[config.mk]
export PLATFORM = sky130hd
export DESIGN_NAME = sobel_stream
export DESIGN_NICKNAME = d
export VERILOG_FILES = /design/src/rtl/sobel_stream.sv
export SDC_FILE = /design/constraint.sdc
export NUM_CORES = 1
export LEC_CHECK = 0
export CAP_MARGIN = 20
export CELL_PAD_IN_SITES_DETAIL_PLACEMENT = 1
export CELL_PAD_IN_SITES_GLOBAL_PLACEMENT = 1
export CORE_MARGIN = 2
export CORE_UTILIZATION = 45
export CTS_CLUSTER_SIZE = 30
export DETAILED_ROUTE_END_ITERATION = 12
export GPL_TIMING_DRIVEN = 0
export PLACE_DENSITY = 0.79
export REMOVE_ABC_BUFFERS = 1
export SYNTH_ARGS = -nofsm -noshare
export SYNTH_HDL_FRONTEND = slang
export SYNTH_SLANG_ARGS = --single-unit
[constraint.sdc]
create_clock -name clk -period 8 [get_ports clk]
set_clock_uncertainty 0.05 [all_clocks]
set_input_delay 0.8 -clock clk [delete_from_list [all_inputs] [get_ports clk]]
set_output_delay 0.8 -clock clk [all_outputs]
set_load 0.02 [all_outputs]
[src/rtl/sobel_stream.sv]
// rtl/sobel_stream.sv - pixel-serial 3x3 Sobel edge filter with two line buffers
`timescale 1ns/1ps
module sobel_stream #(
    parameter int WIDTH  = 9,
    parameter int HEIGHT = 9,
    parameter int PIX_W  = 8,
    parameter int MODE   = 0
) (
    input  logic             clk,
    input  logic             rst,
    input  logic             in_valid,
    input  logic             in_sof,
    input  logic [PIX_W-1:0] in_pixel,
    input  logic [PIX_W+2:0] thresh,
    output logic             out_valid,
    output logic [PIX_W-1:0] out_pixel,
    output logic             out_sof,
    output logic             out_eol,
    output logic             frame_done
);

    localparam int CW = $clog2(WIDTH);
    localparam int RW = $clog2(HEIGHT);
    localparam int GW = PIX_W + 3;
    localparam logic [CW-1:0] LAST_COL = CW'(WIDTH - 1);
    localparam logic [RW-1:0] LAST_ROW = RW'(HEIGHT - 1);

    logic [CW-1:0]    col;
    logic [CW-1:0]    posCol;
    logic [RW-1:0]    row;
    logic [RW-1:0]    posRow;
    logic             lastCol;
    logic             lastRow;
    logic [GW-1:0]    threshQ;
    logic [PIX_W-1:0] lb0 [WIDTH];
    logic [PIX_W-1:0] lb1 [WIDTH];
    logic [PIX_W-1:0] win [3][3];
    logic             s1Valid;
    logic             s1Mask;
    logic             s1Sof;
    logic             s1Eol;
    logic             s1Done;

    // An accepted start-of-frame overrides whatever the counters believe.
    assign posCol  = in_sof ? '0 : col;
    assign posRow  = in_sof ? '0 : row;
    assign lastCol = (posCol == LAST_COL);
    assign lastRow = (posRow == LAST_ROW);

    always_ff @(posedge clk or negedge rst) begin
        if (!rst) begin
            col     <= '0;
            row     <= '0;
            threshQ <= '1;
            s1Valid <= 1'b0;
            s1Mask  <= 1'b0;
            s1Sof   <= 1'b0;
            s1Eol   <= 1'b0;
            s1Done  <= 1'b0;
            for (int y = 0; y < 3; y++) begin
                for (int x = 0; x < 3; x++) begin
                    win[y][x] <= '0;
                end
            end
        end else begin
            s1Valid <= in_valid;
            if (in_valid) begin
                if (in_sof) begin
                    threshQ <= thresh;
                end
                col <= lastCol ? '0 : posCol + 1'b1;
                if (lastCol) begin
                    row <= lastRow ? '0 : posRow + 1'b1;
                end else begin
                    row <= posRow;
                end
                for (int y = 0; y < 3; y++) begin
                    win[y][0] <= win[y][1];
                    win[y][1] <= win[y][2];
                end
                win[0][2] <= lb1[posCol];
                win[1][2] <= lb0[posCol];
                win[2][2] <= in_pixel;
                // The first two rows/cols of a frame see stale or wrapped window data.
                s1Mask <= (posRow < RW'(2)) || (posCol < CW'(2));
                s1Sof  <= (posRow == '0) && (posCol == '0);
                s1Eol  <= lastCol;
                s1Done <= lastCol && lastRow;
            end
        end
    end

    // Line buffers carry no reset; masking hides anything left from before.
    always_ff @(posedge clk) begin
        if (in_valid) begin
            lb1[posCol] <= lb0[posCol];
            lb0[posCol] <= in_pixel;
        end
    end

    function automatic logic signed [GW-1:0] ext(input logic [PIX_W-1:0] p);
        return $signed({3'b000, p});
    endfunction

    logic signed [GW-1:0] gx;
    logic signed [GW-1:0] gy;
    logic [GW-1:0]        absX;
    logic [GW-1:0]        absY;
    logic [GW-1:0]        mag;
    logic [PIX_W-1:0]     result;

    always_comb begin
        gx = (ext(win[0][2]) + (ext(win[1][2]) <<< 1) + ext(win[2][2]))
           - (ext(win[0][0]) + (ext(win[1][0]) <<< 1) + ext(win[2][0]));
        gy = (ext(win[2][0]) + (ext(win[2][1]) <<< 1) + ext(win[2][2]))
           - (ext(win[0][0]) + (ext(win[0][1]) <<< 1) + ext(win[0][2]));
        absX = gx[GW-1] ? $unsigned(-gx) : $unsigned(gx);
        absY = gy[GW-1] ? $unsigned(-gy) : $unsigned(gy);
        mag  = absX + absY;
    end

    always_comb begin
        result = '0;
        if (!s1Mask) begin
            if (MODE == 0) begin
                result = (mag >= threshQ) ? {PIX_W{1'b1}} : {PIX_W{1'b0}};
            end else begin
                result = (|mag[GW-1:PIX_W]) ? {PIX_W{1'b1}} : mag[PIX_W-1:0];
            end
        end
    end

    always_ff @(posedge clk or negedge rst) begin
        if (!rst) begin
            out_valid  <= 1'b0;
            out_pixel  <= '0;
            out_sof    <= 1'b0;
            out_eol    <= 1'b0;
            frame_done <= 1'b0;
        end else begin
            out_valid  <= s1Valid;
            out_sof    <= s1Valid && s1Sof;
            out_eol    <= s1Valid && s1Eol;
            frame_done <= s1Valid && s1Done;
            if (s1Valid) begin
                out_pixel <= result;
            end
        end
    end

endmodule

==> results.md <==
* Die area at 30100 µm²
* CP max FO at 9
* Later-pin clock latency in the skew report at 560 ps
* Synth area leader: edfxtp_1
* Initial Util at 45.5%
* Synthesized area per cell at 11.8 µm²
* Most frequent cell after synthesis: inv_1
* Via/cell ratio at 5.30
* DPL Wire Length at 20.4 mm
* Starting DRT DRC Count at 431
* Max_cap viols at 0
* Port buffer count at 34
* M1 GR Usage at 24.9%
* Worst Path Class, Setup: register to register
* Slowest stage delay, CP at 610 ps
* CTS resizes at 0
* GR peak layer: met2
* Dominant synthesized flop cell: edfxtp_1
* Antenna diodes at 0
* WP data required at 8380 ps
* Gr usage total at 20.0%
* Root Driver: clkbuf_16
* Class of the worst hold path: input port to async pin
* Num CTS Buffers at 27
* CTS max path bufs at 3
* Post-Synthesis Cells at 1098
* Highest clock rate at 140 MHz
* Unrepaired setup endpoints after global routing: false
* Final period utilization at 89.2%
* Yosys reg bits at 245
* Slew @ Worst Pin at 1020 ps
* Fillers at 2980
* List of most frequent post-synthesis cells: inv_1, edfxtp_1, nand2_1
* Crit path time final at 7130 ps
* Die height at 174 µm
* Drt drc at 0
* Rel. slew slack at 31.1%
* Hold Buf Count CTS at 0
* GPL Wtd Cong at 0.765
* Routed vias at 8149
* Met3 Use GR at 2.89%
* Post-synth cell types at 54
* CTS HTree Levels at 1
* Core area at 28500 µm²
* Clock transition at path regs at 60 ps
* Nets@finish at 1272
* Routed wire length at 28.9 mm
* Outcome: complete, no violations
* Post-route antenna net violation count at 0
* Slowest stage cell, crit path: a2111oi_0
* Post-synth top area share at 33.4%
* Synth area leaders: edfxtp_1, dfrtp_1, fa_1
* Async set-reset flop share out of synthesis at 41.2%
* Hold Vio Cnt, Final at 0
* Number of I/O pins at 35
* Initial antenna violation count at 0
* Post-CTS setup buffer count at 0
* CTS tree: yes
* Setup violations, final at 0
* Synthesized area at 12900 µm²
* Cell Rows at 62
* Setup_tns at 0 ps
* Yosys warns at 0
* Number of synthesized flops with an enable pin at 144
* GRT overflow at 0
* Sequential share of the synthesized area at 53.1%
* P&R area growth vs syn at 13.7%
* Critical Path AT at 7510 ps
* Vias in the first global route at 9031
* Crit start category: register
* Die W at 174 µm
* Critical Path End Type: register
* DRT Pass-1 Iters at 4
* Clk sinks at 245
* Pin count of the biggest net entering global routing at 108
* Met2 Use GR at 36.1%
* Layout cells sized above 1 at 11.8%
* First-pass GRT wire length at 47.9 mm
* WL/cell at 18.8 µm
* Cell repeated most along the worst path: fa_1
* Fin. max-slew vios at 0
worst max-delay path: cells and delay by family (launching register included):
kind	cells	cell delay, ps
AO/OA/AOI/OAI	12	2720
XOR/XNOR	1	380
adder cells (fa/ha/maj)	6	2630
buffers and inverters	3	200
flip-flops	1	420
multiplexers	1	350
AND/OR/NAND/NOR	3	240
through the flow:
stage / instance area, µm² / hold WS, ps / utilization, % / setup WS [ps] / cells
after floorplan: 12700 / 380 / - / 1670 / 1051
after global placement: 13600 / 406 / 47.6 / 898 / 1469
after detailed placement: 13900 / 418 / 48.7 / 775 / 1484
after CTS: 14700 / 146 / 51.6 / 761 / 1534
after global routing: 14700 / 168 / 51.7 / 322 / 1538
final: 14700 / 154 / 51.7 / 867 / 1538
flip-flops by register name, indices dropped and copies added, names as in the netlist, 4 cells and up:
| signal | count |
|---|---|
| lb1 | 72 |
| lb0 | 72 |
| threshQ | 11 |
| col | 4 |
| row | 4 |
| win | 72 |
layout by cell type (no fill, tap or decap), drive strengths merged, types with 24 or more instances in the layout:
cell / count
dfrtp: 90
a211oi: 36
inv: 157
o21ai: 63
clkdlybuf4s50: 32
edfxtp: 144
clkbuf: 36
fa: 63
nor2b: 28
mux2: 37
nor2: 42
a311oi: 24
a21oi: 35
nand2: 131
ha: 53
layout make-up:
class	instances	area (µm²)	share of cell area, %
multi-input cells	650	5310	36.1
repair buffers	53	648	4.40
inverters	156	586	3.98
clock inverters	16	114	0.774
well taps	384	480	3.26
flip-flops and latches	245	6870	46.7
clock buffers	34	712	4.84
path summary, 6_finish.rpt:
check                             start           end  slack (ps)  cells after the start
worst max-delay path            win[50]  out_pixel[6]         870                     26
worst min-delay path                rst     out_valid         150                      1
worst max register to register  win[50]  out_pixel[6]         870                     26
worst min register to register  win[58]       win[66]         430                      2
max in group asynchronous           rst       win[70]        7030                      2
min in group clk                win[58]       win[66]         430                      2
per-layer routing:
| metal | vias up | share of wire [%] | wire (µm) |
|---|---|---|---|
| li1 | 3822 | - | - |
| met1 | 4150 | 42 | 12300 |
| met2 | 129 | 51 | 14900 |
| met3 | 48 | 3.4 | 976 |
| met4 | 0 | 2.8 | 800 |
| met5 | - | 0 | 0 |
logic make-up after synthesis:
family                     Yosys count  share of synthesized area (%)
AOI/OAI and AO/OA                  207                           10.5
xor gates and xnor gates            36                           2.54
adders and majority gates          116                           14.9
buffers and inverters              203                           6.11
DFF                                245                           53.1
muxes                               47                           4.28
and+or+nand+nor                    244                           8.60
Power is not shown: default switching activity piles up to over one toggle a cycle in this logic, so the estimate is an artifact.
